===== src/rtl/if_id_queue_if.sv =====
// ---------------------------------------------------------------------------
// if_id_queue_if
//   Bundles the fetch-side push channel, the decode-side pop channel, the
//   redirect flush and the queue status outputs of the fetch/decode
//   instruction queue.
//
//   Signals
//     flush              redirect: discard every queued word
//     push, push_pc,     fetch offers one {pc, instr} pair
//     push_instr
//     full               queue holds DEPTH entries (drives fetch hlt)
//     pop                decode consumes the head entry
//     valid              head entry meaningful
//     pc_out, instr_out  head entry, zero / NOP when empty
//     count              entries held, 0..DEPTH
//     err                sticky overflow / underflow indication
//
//   Modports
//     master  the fetch/decode side that drives the queue
//     slave   the queue itself
// ---------------------------------------------------------------------------
interface if_id_queue_if #(
  parameter int AW    = 2,
  parameter int WIDTH = 16
);
  logic             flush;
  logic             push;
  logic [WIDTH-1:0] push_pc;
  logic [WIDTH-1:0] push_instr;
  logic             full;
  logic             pop;
  logic             valid;
  logic [WIDTH-1:0] pc_out;
  logic [WIDTH-1:0] instr_out;
  logic [AW:0]      count;
  logic             err;

  modport master (
    output flush, push, push_pc, push_instr, pop,
    input  full, valid, pc_out, instr_out, count, err
  );

  modport slave (
    input  flush, push, push_pc, push_instr, pop,
    output full, valid, pc_out, instr_out, count, err
  );
endinterface


===== src/rtl/if_id_queue.sv =====
// ---------------------------------------------------------------------------
// if_id_queue
//   Instruction queue between fetch and decode. Fetch pushes {pc, instr}
//   pairs, decode pops them in order. The head entry is presented
//   first-word-fall-through; an empty queue reads as pc 0 / NOP (16'h0000).
//   A flush (branch/jump redirect) empties the queue in one cycle.
//
//   Ports
//     clk   clock, all state updates on the rising edge
//     rst   asynchronous reset, active-high; clears pointers, count and err
//     q     if_id_queue_if.slave
//             in : flush, push, push_pc, push_instr, pop
//             out: full, valid, pc_out, instr_out, count, err
//
//   All outputs are decoded purely from registered state, so there is no
//   combinational path from push/pop/flush to any output.
// ---------------------------------------------------------------------------
module if_id_queue #(
  parameter int DEPTH = 4,
  parameter int AW    = 2,
  parameter int WIDTH = 16
) (
  input  logic          clk,
  input  logic          rst,
  if_id_queue_if.slave  q
);

  localparam logic [AW:0]      FULL_COUNT = (AW+1)'(DEPTH);
  localparam logic [AW:0]      ZERO_COUNT = {(AW+1){1'b0}};
  localparam logic [AW-1:0]    ZERO_PTR   = {AW{1'b0}};
  localparam logic [AW-1:0]    ONE_PTR    = AW'(1);
  localparam logic [AW:0]      ONE_COUNT  = (AW+1)'(1);
  localparam logic [WIDTH-1:0] NOP_WORD   = {WIDTH{1'b0}};

  // Storage; contents are don't-care after reset because valid gates them.
  logic [WIDTH-1:0] pc_mem_r    [DEPTH];
  logic [WIDTH-1:0] instr_mem_r [DEPTH];

  logic [AW-1:0] wr_ptr_r;
  logic [AW-1:0] rd_ptr_r;
  logic [AW:0]   count_r;
  logic          err_r;

  logic [AW-1:0] wr_ptr_next_s;
  logic [AW-1:0] rd_ptr_next_s;
  logic [AW:0]   count_next_s;
  logic          err_next_s;

  logic          full_s;
  logic          valid_s;
  logic          push_acc_s;
  logic          pop_acc_s;
  logic          err_set_s;

  // Status decoded from the registered count only.
  always_comb begin
    full_s  = (count_r == FULL_COUNT);
    valid_s = (count_r != ZERO_COUNT);
  end

  // Accept qualification against this cycle's full/valid. A push into a full
  // queue is dropped even if a pop frees a slot in the same cycle.
  always_comb begin
    push_acc_s = q.push & ~full_s;
    pop_acc_s  = q.pop & valid_s;
    // A flush swallows the same-cycle push/pop, so neither can raise err.
    err_set_s  = ~q.flush & ((q.push & full_s) | (q.pop & ~valid_s));
  end

  // Next-state for pointers, occupancy and the sticky error flag.
  always_comb begin
    wr_ptr_next_s = wr_ptr_r;
    rd_ptr_next_s = rd_ptr_r;
    count_next_s  = count_r;
    err_next_s    = err_r | err_set_s;

    if (q.flush) begin
      wr_ptr_next_s = ZERO_PTR;
      rd_ptr_next_s = ZERO_PTR;
      count_next_s  = ZERO_COUNT;
    end else begin
      if (push_acc_s) begin
        wr_ptr_next_s = wr_ptr_r + ONE_PTR;
      end else begin
        wr_ptr_next_s = wr_ptr_r;
      end

      if (pop_acc_s) begin
        rd_ptr_next_s = rd_ptr_r + ONE_PTR;
      end else begin
        rd_ptr_next_s = rd_ptr_r;
      end

      // Simultaneous accepted push and pop leaves the occupancy unchanged.
      case ({push_acc_s, pop_acc_s})
        2'b10:   count_next_s = count_r + ONE_COUNT;
        2'b01:   count_next_s = count_r - ONE_COUNT;
        default: count_next_s = count_r;
      endcase
    end
  end

  // Control state register; async reset empties the queue immediately.
  always_ff @(posedge clk or posedge rst) begin
    if (rst) begin
      wr_ptr_r <= ZERO_PTR;
      rd_ptr_r <= ZERO_PTR;
      count_r  <= ZERO_COUNT;
      err_r    <= 1'b0;
    end else begin
      wr_ptr_r <= wr_ptr_next_s;
      rd_ptr_r <= rd_ptr_next_s;
      count_r  <= count_next_s;
      err_r    <= err_next_s;
    end
  end

  // Storage write; no reset needed since unread entries are masked by valid.
  always_ff @(posedge clk) begin
    if (push_acc_s && !q.flush) begin
      pc_mem_r[wr_ptr_r]    <= q.push_pc;
      instr_mem_r[wr_ptr_r] <= q.push_instr;
    end else begin
      pc_mem_r[wr_ptr_r]    <= pc_mem_r[wr_ptr_r];
      instr_mem_r[wr_ptr_r] <= instr_mem_r[wr_ptr_r];
    end
  end

  // Head presentation: first-word-fall-through, NOP when empty.
  always_comb begin
    if (valid_s) begin
      q.pc_out    = pc_mem_r[rd_ptr_r];
      q.instr_out = instr_mem_r[rd_ptr_r];
    end else begin
      q.pc_out    = NOP_WORD;
      q.instr_out = NOP_WORD;
    end
  end

  // Remaining status outputs straight from registered state.
  always_comb begin
    q.full  = full_s;
    q.valid = valid_s;
    q.count = count_r;
    q.err   = err_r;
  end

endmodule


===== src/flat_wrapper.sv =====
// flat-port wrapper written by rule: the top's interface ports become plain ports
module if_id_queue_flat 
#(
  parameter int DEPTH = 4,
  parameter int AW    = 2,
  parameter int WIDTH = 16
)
  (clk, rst, q_flush, q_push, q_push_pc, q_push_instr, q_pop, q_full, q_valid, q_pc_out, q_instr_out, q_count, q_err);
  if_id_queue_if #(.AW(AW), .WIDTH(WIDTH)) q_i ();
  input  logic clk;
  input  logic rst;
  input wire logic [$bits(q_i.flush)-1:0] q_flush;
  input wire logic [$bits(q_i.push)-1:0] q_push;
  input wire logic [$bits(q_i.push_pc)-1:0] q_push_pc;
  input wire logic [$bits(q_i.push_instr)-1:0] q_push_instr;
  input wire logic [$bits(q_i.pop)-1:0] q_pop;
  output wire logic [$bits(q_i.full)-1:0] q_full;
  output wire logic [$bits(q_i.valid)-1:0] q_valid;
  output wire logic [$bits(q_i.pc_out)-1:0] q_pc_out;
  output wire logic [$bits(q_i.instr_out)-1:0] q_instr_out;
  output wire logic [$bits(q_i.count)-1:0] q_count;
  output wire logic [$bits(q_i.err)-1:0] q_err;
  assign q_i.flush = q_flush;
  assign q_i.push = q_push;
  assign q_i.push_pc = q_push_pc;
  assign q_i.push_instr = q_push_instr;
  assign q_i.pop = q_pop;
  assign q_full = q_i.full;
  assign q_valid = q_i.valid;
  assign q_pc_out = q_i.pc_out;
  assign q_instr_out = q_i.instr_out;
  assign q_count = q_i.count;
  assign q_err = q_i.err;
  if_id_queue #(.DEPTH(DEPTH), .AW(AW), .WIDTH(WIDTH)) u_core (.clk(clk), .rst(rst), .q(q_i));
endmodule

===== config.mk =====
export PLATFORM = sky130hd
export DESIGN_NAME = if_id_queue_flat
export DESIGN_NICKNAME = d
export VERILOG_FILES = /design/src/rtl/if_id_queue_if.sv /design/src/rtl/if_id_queue.sv /design/src/flat_wrapper.sv
export SDC_FILE = /design/constraint.sdc
export NUM_CORES = 1
export LEC_CHECK = 0
export ABC_AREA = 1
export CAP_MARGIN = 20
export CORE_MARGIN = 2
export CORE_UTILIZATION = 49
export CTS_CLUSTER_DIAMETER = 30
export DETAILED_ROUTE_END_ITERATION = 16
export GPL_TIMING_DRIVEN = 1
export PLACE_DENSITY = 0.72
export SLEW_MARGIN = 10
export SYNTH_ARGS = -nofsm -noshare
export SYNTH_HDL_FRONTEND = slang
export SYNTH_SLANG_ARGS = --single-unit

===== constraint.sdc =====
create_clock -name clk -period 2.47 [get_ports clk]
set_input_delay 0.3705 -clock clk [delete_from_list [all_inputs] [get_ports clk]]
set_output_delay 0.3705 -clock clk [all_outputs]
set_load 0.005 [all_outputs]

==> qor.yml, run 1 <==
yosys:
  synth_flop_cell: "edfxtp_1"
  ys_async_sr_fraction: 0.0588
  syn-cell-area_sq_um: 5510
  synth_nets: 489
  yosys.area.top_type_share: 0.698
  synth_area_leader_cell: "edfxtp_1"
  yosysWarnings: 0
  synth_area_leaders: "edfxtp_1, nor2_1, o21ai_1, dfrtp_1, a21oi_1"
  synth_edf_count: 128
  synth_cell_type_count: 27
  ys_ff_latch: 136
  ys_seq_area_frac: 0.734
  syn_avg_cell_area_sq_um: 12.3
  syn_inst: 447
cts:
  cts_tree: "built"
  htree_levels: 4
  cts.root.buffer_cell: "clkbuf_8"
  clock_path_buffers: 2
  clk_latency_ps: 520
  cts.sinks: 136
  numCtsBuffers: 17
  clk_pin_slew_ps: 60
power:
  cellPowerDensity_nw_per_um2: 1070
  p_leak_nw: 2.94
  irDropWorstVdd_mv: 0.672
placement:
  place_hpwl_um: 7030
  dp_slack_ps: 115
  dp_cells: 657
  portBuffers: 74
  place_congestion: 0.829
  placed_area_sq_um: 6500
global_routing:
  grt_max_degree: 25
  grt_pass1_wl_um: 18600
  grt_pass1_vias: 3716
  grtUsageTotal: 0.213
  grt_overflow_total: 0
  antenna_found_initial: 0
routing:
  via_per_inst: 5.32
  drt_iter0_drc: 218
  routed_wl_um: 12500
  wl_per_cell_um: 17.8
  drt_pre_antenna_iters: 7
  drtAntennaViolNets: 0
  drc: 0
  vias: 3726
final_layout:
  drive_above_1_share: 0.154
  final_core_util: 0.677
  final_design_area_no_fill_sq_um: 7370
  finalNonFillerCells: 700
  syn2layout_area_growth_pct: 33.9
  n_antenna_cell: 0
  nNetsFinal: 591
die:
  ios: 75
  start_util: 0.506
  die_h_um: 110
  dieArea_sq_um: 12100
  rows: 38
  coreArea_sq_um: 10900
  chipWidth_um: 110
outcome:
  status: "finished, final reports clean"
worst_setup_path:
  crit_path_start_kind: "flop"
  critPathMaxFanout: 21
  crit_arrival_ps: 2070
  cp_data_required_time_ps: 2100
  rr_worst_depth: 5
  path_class: "reg -> out"
  cp-end-kind: "output pin"
sta:
  fmax_mhz: 410
  holdWs_ps: 105
  rsz0062_at_grt: "yes"
  worst_pin_slew_ps: 401
  finClkSkew_ps: 6.22
  layout_setup_ws_ps: 30.6
  finalHoldViolCount: 0
  slew_headroom: 0.732
  period_share: 0.988
  setup_violations: 0
  report.final.slew_viol_count: 0
  min_period_ps: 2440
hold_path:
  hold_class: "in -> async"
flow_run:
  drv_cap: 0
power by group:
part           switching (mW)  total [mW]  leakage, nW  internal, mW
logic                    1.40        2.71         1.41          1.31
registers              0.0792        2.76         1.26          2.68
clock network           0.910        2.43        0.271          1.52
total                    2.39        7.90         2.94          5.51
worst paths after layout:
kind / startpoint / end / slack [ps]
hold reg to reg: u_core.q.err$_DFF_PP0_ / u_core.q.err$_DFF_PP0_ / 460
min in group clk: u_core.q.err$_DFF_PP0_ / u_core.q.err$_DFF_PP0_ / 460
setup / recovery: u_core.rd_ptr_r[0]$_DFFE_PP0P_ / q_instr_out[1] / 30
hold / removal: rst / u_core.wr_ptr_r[0]$_DFFE_PP0P_ / 100
setup reg to reg: u_core.q.count[0]$_DFFE_PP0P_ / u_core.pc_mem_r[2][7]$_DFFE_PP_ / 520
max in group asynchronous: rst / u_core.q.count[0]$_DFFE_PP0P_ / 2110
worst max-delay path: stages (launching register included):
cell           delay (ps)
dfrtp_2               410
buf_12                150
buf_4                 140
buf_12                150
nor2_1                120
nor2_1                 60
o21ai_1               110
a21oi_1               110
dlygate4sd2_1         280
cell usage in the layout, fill, tap and decap left out, types with 6 or more instances in the layout:
cell             count
edfxtp_1           128
clkbuf_16           20
o21ai_0             18
a21oi_1             32
nor2_1             126
buf_12               7
inv_1               13
nand2_1             13
o21ai_1             49
nor2_4               6
dlymetal6s2s_1      17
buf_4               18
clkdlybuf4s50_1     42
dlygate4sd2_1       15
registers in the layout, summed over array words and instances (netlist names):
name and flops:
u_core.instr_mem_r 64, u_core.pc_mem_r 64, u_core.q.count 3, u_core.rd_ptr_r 2, u_core.wr_ptr_r 2, u_core.q.err 1
final cells by class:
| cell class | count | area (sq um) |
|---|---|---|
| well taps | 140 | 175 |
| clock buffers | 18 | 418 |
| repair buffers | 107 | 1210 |
| multi-input cells | 270 | 1300 |
| inverters | 17 | 71.3 |
| flip-flops and latches | 136 | 4050 |
| clock inverters | 12 | 153 |
| fillers | 726 | 3510 |
synth_stat cells (5+ instances only):
library cell    n
nand2_1        13
dfrtp_1         8
o21ai_0        18
a21oi_1        35
inv_1          13
buf_6           5
buf_2          12
nand3_1         5
nor2_1        132
nand2_2         5
o21ai_1        49
edfxtp_1      128
per-layer routing:
metal,wire length (um),global-route usage
met1,5090,0.268
met2,6210,0.355
met3,864,0.0623
met4,282,0.0750
met5,0,0
metrics by stage:
| step | TNS, ps | power (mW) |
|---|---|---|
| finish | 0 | 7.90 |
| detailed placement | 0 | 5.24 |
| CTS | -1140 | 7.71 |
| global placement | 0 | 5.20 |
| floorplan | -29710 | 4.01 |
| global route | -124 | 8.29 |
cells by family (layout without fill, tap and decap cells):
logic type / Yosys count / count (layout) / share of synthesized area
and+or+nand+nor: 159 / 159 / 0.116
buffers and inverters: 41 / 154 / 0.0391
DFF: 136 / 136 / 0.734
AOI/OAI and AO/OA: 105 / 105 / 0.0968
xor gates and xnor gates: 1 / 1 / 0.00159
adders and majority gates: 5 / 5 / 0.0127
repair_timing:
action	CTS	global route
setup endpoints to repair	32	17
gates resized for setup	27	29
cloned	1	4
pin swaps	2	4
hold buffers	0	0
buffers inserted	3	5
Note: power is estimated with default switching activity, not from simulation.
==> run 2: changes to the inputs <==
SKIP_LAST_GASP = 1   (was default)
==> qor.yml, run 2 (same netlist as run 1, synthesis figures left out) <==
sta:
  layout_setup_ws_ps: -133  # was 30.6 ps
  fmax_mhz: 384  # was 410 MHz
  worst_pin_slew_ps: 402  # was 401 ps
  rsz0062_at_grt: "yes"  # unchanged
  report.final.slew_viol_count: 0  # unchanged
  finalSetupTns_ps: -1470  # was 0 ps
  setup_violations: 26  # was 0
  finClkSkew_ps: 6.35  # was 6.22 ps
  period_share: 1.05  # was 0.988
  slew_headroom: 0.731  # was 0.732
  finalHoldViolCount: 0  # unchanged
  min_period_ps: 2600  # was 2440 ps
power:
  p_total_mw: 7.77  # was 7.90 mW
  p_leak_nw: 2.56  # was 2.94 nW
  irDropWorstVdd_mv: 0.617  # was 0.672 mV
  cellPowerDensity_nw_per_um2: 1080  # was 1070 nW/um^2
routing:
  via_per_inst: 5.31  # was 5.32
  routed_wl_um: 12000  # was 12500 um
  drtAntennaViolNets: 0  # unchanged
  drt_iter0_drc: 240  # was 218
  drc: 0  # unchanged
  vias: 3666  # was 3726
  drt_pre_antenna_iters: 4  # was 7
  wl_per_cell_um: 17.4  # was 17.8 um
global_routing:
  grt_overflow_total: 0  # unchanged
  antenna_found_initial: 0  # unchanged
  grt_pass1_vias: 3716  # unchanged
  grt_pass1_wl_um: 18600  # about the same
  grt_max_degree: 25  # unchanged
  grtUsageTotal: 0.213  # about the same
cts:
  cts.sinks: 136  # unchanged
  clock_path_buffers: 2  # unchanged
  clk_latency_ps: 520  # about the same
  clk_pin_slew_ps: 60  # about the same
  htree_levels: 4  # unchanged
  numCtsBuffers: 17  # unchanged
  cts.root.buffer_cell: "clkbuf_8"  # unchanged
  cts_tree: "built"  # unchanged
die:
  coreArea_sq_um: 10900  # unchanged
  rows: 38  # unchanged
  dieArea_sq_um: 12100  # unchanged
  start_util: 0.506  # unchanged
  ios: 75  # unchanged
  chipWidth_um: 110  # unchanged
  die_h_um: 110  # unchanged
outcome:
  violations: "setup timing"
  status: "finished, violations left"  # was finished, final reports clean
placement:
  portBuffers: 74  # unchanged
  place_hpwl_um: 7030  # unchanged
  place_congestion: 0.829  # unchanged
worst_setup_path:
  r2r_end: "u_core.pc_mem_r[2][6]$_DFFE_PP_"  # was u_core.pc_mem_r[2][7]$_DFFE_PP_
  crit_path_start_kind: "flop"  # unchanged
  crit_start: "u_core.rd_ptr_r[0]$_DFFE_PP0P_"  # unchanged
  crit_end: "q_instr_out[15]"  # was q_instr_out[1]
  rr_worst_depth: 5  # unchanged
  critPathMaxStageDelay_ps: 520  # was 410 ps
  cp-end-kind: "output pin"  # unchanged
  cp_data_required_time_ps: 2100  # about the same
  crit_arrival_ps: 2230  # was 2070 ps
  crit_chain: "buf_4 -> buf_4 -> nor2_1 -> nor2_1 -> o21ai_0 -> a21oi_1 -> clkdlybuf4s50_1"  # was buf_12 -> buf_4 -> buf_12 -> nor2_1 -> nor2_1 -> o21ai_1 -> a21oi_1 -> dlygate4sd2_1
  regToRegSetupSlack_ps: 510  # was 520 ps
  crit_buf_inv: 3  # was 4
  critPathMaxFanout: 6  # was 21
  cp_slowest_cell: "dfrtp_2"  # unchanged
  cp_top_family: "buffers and inverters"  # unchanged
  reg2reg_from: "u_core.q.count[0]$_DFFE_PP0P_"  # unchanged
  path_class: "reg -> out"  # unchanged
  path_depth: 7  # was 8
final_layout:
  n_antenna_cell: 0  # unchanged
  drive_above_1_share: 0.136  # was 0.154
  final_cell_mix: "nor2_1, edfxtp_1, clkdlybuf4s50_1"  # was edfxtp_1, nor2_1, o21ai_1
  syn2layout_area_growth_pct: 30.1  # was 33.9%
  nNetsFinal: 582  # was 591
hold_path:
  hold_class: "in -> async"  # unchanged
flow_run:
  drv_cap: 0  # unchanged
run 2: cell types whose count changed in the layout (fill, tap and decap cells not counted), sizes merged:
cell           delta
dlymetal6s2s     -17
clkdlybuf4s50    +26
clkbuf            -4
dlygate4sd2       -9
buf               -5
run 2: power by group:
part           leakage, nW  switching (mW)  internal (mW)
clock                0.271           0.914           1.52
combinational         1.03            1.32           1.23
sequential            1.26           0.102           2.68
total                 2.56            2.34           5.43
run 2: worst min-delay path by stage:
| stage | end | from | slack, ps |
|---|---|---|---|
| 2_1_floorplan | u_core.q.count[0]$_DFFE_PP0P_ | rst | 190 |
| 3_3_place_gp | u_core.q.err$_DFF_PP0_ | u_core.q.err$_DFF_PP0_ | 450 |
| 3_5_place_dp | u_core.q.err$_DFF_PP0_ | u_core.q.err$_DFF_PP0_ | 450 |
| 4_1_cts | u_core.rd_ptr_r[1]$_DFFE_PP0P_ | rst | 100 |
| 5_1_grt | u_core.q.err$_DFF_PP0_ | rst | 110 |
| 6_report | u_core.q.err$_DFF_PP0_ | rst | 100 |
run 2: repair_timing:
action	CTS	global route
pin swaps	2	1
gates resized for setup	18	4
gates cloned	1	0
hold buffers	0	0
setup endpoints to repair	32	26
buffers inserted	3	0
run 2: final cells by class:
| type | count | area, sq um |
|---|---|---|
| clock inverter | 12 | 153 |
| fill | 754 | 3720 |
| clock buffer | 18 | 418 |
| inverter | 17 | 66.3 |
| timing repair buffer | 98 | 1010 |
| sequential | 136 | 4050 |
| multi-input combinational | 270 | 1290 |
| tap | 140 | 175 |
run 2: worst register-to-register path: stages (launching register included):
cell and delay (ps):
dfrtp_2 440, nor2_4 60, a21oi_1 300, nand2_1 330
nor2_4 190, buf_4 310
run 2: through the flow:
step	setup WS (ps)	instance area, sq um	hold slack, ps	util	std cells
6_report	-133	7170	102	0.658	691
5_1_grt	-237	7170	114	0.658	691
4_1_cts	-115	7150	98.1	0.657	691
3_5_place_dp	115	6500	451	0.597	657
3_3_place_gp	149	6500	446	0.597	657
2_1_floorplan	-232	5510	186	-	447
run 2: layer usage:
layer / wire (um) / part of all wire / vias up / track usage
li1: - / - / 1749 / -
met1: 5080 / 0.42 / 1773 / 0.268
met2: 6070 / 0.50 / 129 / 0.354
met3: 719 / 0.060 / 15 / 0.0623
met4: 174 / 0.014 / 0 / 0.0750
met5: 0 / 0 / - / 0
==> run 3: changes to the inputs <==
CORE_ASPECT_RATIO = 0.5   (was default)
==> qor.yml, run 3 (same netlist as run 1, synthesis figures left out) <==
outcome:
  status: "finished, violations left"  # unchanged
  violations: "setup timing"  # unchanged
global_routing:
  gr-usage-met2: 0.344  # was 0.354
  use_met3: 0.0486  # was 0.0623
  grtUsageTotal: 0.202  # was 0.213
  antenna_found_initial: 0  # unchanged
  grt_pass1_wl_um: 18300  # was 18600 um
  globalRouteMet1Util: 0.259  # was 0.268
  grt_pass1_vias: 3602  # was 3716
  grt_max_degree: 38  # was 25
  gr-max-usage-layer: "met2"  # unchanged
  grt_overflow_total: 0  # unchanged
sta:
  layout_setup_ws_ps: -17.5  # was -133 ps
  worst_pin_slew_ps: 375  # was 402 ps
  min_period_ps: 2490  # was 2600 ps
  fmax_mhz: 402  # was 384 MHz
  slew_headroom: 0.750  # was 0.731
  period_share: 1.01  # was 1.05
  finalHoldViolCount: 0  # unchanged
  finClkSkew_ps: 12.3  # was 6.35 ps
  report.final.slew_viol_count: 0  # unchanged
  rsz0062_at_grt: "yes"  # unchanged
  setup_violations: 1  # was 26
power:
  combPwrFrac: 0.332  # was 0.329
  power.switching_mw: 2.29  # was 2.34 mW
  seq_power_share: 0.361  # was 0.358
  p_leak_nw: 2.51  # was 2.56 nW
  cellPowerDensity_nw_per_um2: 1080  # about the same
  p_sw_frac: 0.299  # was 0.301
  clkPwrFrac: 0.307  # was 0.314
  internal-power_mw: 5.38  # was 5.43 mW
  irDropWorstVdd_mv: 0.613  # was 0.617 mV
cts:
  cts_tree: "built"  # unchanged
  clk_latency_ps: 410  # was 520 ps
  cts.root.buffer_cell: "clkbuf_16"  # was clkbuf_8
  htree_levels: 4  # unchanged
  numCtsBuffers: 17  # unchanged
  clk_pin_slew_ps: 60  # about the same
  cts.sinks: 136  # unchanged
  post_cts_buffers: 0  # was 3
  clock_path_buffers: 2  # unchanged
worst_setup_path:
  cp_data_required_time_ps: 2100  # about the same
  cp_slowest_cell: "clkdlybuf4s50_1"  # was dfrtp_2
  cp-end-kind: "output pin"  # unchanged
  crit_arrival_ps: 2120  # was 2230 ps
  critPathMaxStageDelay_ps: 530  # was 520 ps
  crit_path_start_kind: "flop"  # unchanged
  path_class: "reg -> out"  # unchanged
  critPathMaxFanout: 37  # was 6
  crit_chain: "inv_2 -> buf_12 -> o21ai_0 -> a21oi_1 -> clkdlybuf4s50_1"  # was buf_4 -> buf_4 -> nor2_1 -> nor2_1 -> o21ai_0 -> a21oi_1 -> clkdlybuf4s50_1
final_layout:
  nNetsFinal: 578  # was 582
  finalNonFillerCells: 693  # was 691
  syn2layout_area_growth_pct: 29.5  # was 30.1%
  final_cell_mix: "nor2_1, edfxtp_1, clkdlybuf4s50_1"  # unchanged
  drive_above_1_share: 0.119  # was 0.136
  n_antenna_cell: 0  # unchanged
placement:
  dp_cells: 662  # was 657
  place_congestion: 0.752  # was 0.829
  dp_slack_ps: 302  # was 115 ps
  portBuffers: 74  # unchanged
  place_hpwl_um: 6810  # was 7030 um
die:
  ios: 75  # unchanged
  chipWidth_um: 154  # was 110 um
  coreArea_sq_um: 11000  # was 10900 sq um
  die_h_um: 79.0  # was 110 um
  dieArea_sq_um: 12200  # was 12100 sq um
  rows: 27  # was 38
  start_util: 0.502  # was 0.506
routing:
  routed_wl_um: 11800  # was 12000 um
  drc: 0  # unchanged
  via_per_inst: 5.25  # was 5.31
  drtAntennaViolNets: 0  # unchanged
  wl_per_cell_um: 17.0  # was 17.4 um
  vias: 3641  # was 3666
  drt_iter0_drc: 297  # was 240
  drt_pre_antenna_iters: 4  # unchanged
hold_path:
  hold_class: "in -> async"  # unchanged
flow_run:
  drv_cap: 0  # unchanged
## run 3: area by class of cell
type | count | area [sq um]
Sequential cell | 136 | 4050
Clock inverter | 12 | 110
Tap cell | 145 | 181
Timing Repair Buffer | 94 | 1010
Clock buffer | 19 | 433
Fill cell | 783 | 3850
Inverter | 17 | 63.8
Multi-Input combinational cell | 270 | 1290
## run 3: power groups by stage
stage          Clock, mW  Combinational (mW)  Sequential (mW)
2_1_floorplan          0                1.23             2.78
3_3_place_gp           0                2.44             2.79
3_5_place_dp           0                2.46             2.79
4_1_cts             2.38                2.50             2.75
5_1_grt             2.47                2.79             2.78
6_report            2.35                2.55             2.77
## run 3: metrics by stage
stage	setup TNS (ps)	total power, mW	cell area [sq um]	utilization	hold WS [ps]
after floorplan	-29710	4.01	5510	-	186
after global placement	0	5.22	6520	0.594	464
after detailed placement	0	5.26	6520	0.594	449
after CTS	-111	7.62	7070	0.644	222
after global routing	-701	8.05	7130	0.649	249
final	-17.5	7.67	7130	0.649	208
## run 3: routing by layer
metal	vias to the layer above	wire, um
li1	1740	-
met1	1786	5150
met2	100	5920
met3	15	589
met4	0	135
met5	-	0
## run 3: timing repair
item                                    4_1_cts  5_1_grt
pin swaps                                     0        2
endpoints found under the setup margin        8       32
gates resized for setup                       1       17
hold buffers                                  0        0
## run 3: worst max-delay path, delay by kind of cell (launching register included)
kind	cells	cell delay (ps)
DFF	1	480
buffers and inverters	3	870
AOI/OAI and AO/OA	2	360
## run 3: path summary, 6_finish.rpt
path,cells past startpoint,end,start,slack [ps]
setup / recovery,5,q_pc_out[13],u_core.rd_ptr_r[0]$_DFFE_PP0P_,-20
hold / removal,2,u_core.q.count[0]$_DFFE_PP0P_,rst,210
setup reg to reg,11,u_core.q.count[2]$_DFFE_PP0P_,u_core.q.count[1]$_DFFE_PP0P_,630
hold reg to reg,1,u_core.q.err$_DFF_PP0_,u_core.q.err$_DFF_PP0_,470
max in group asynchronous,2,u_core.rd_ptr_r[0]$_DFFE_PP0P_,rst,1980
min in group clk,1,u_core.q.err$_DFF_PP0_,u_core.q.err$_DFF_PP0_,470
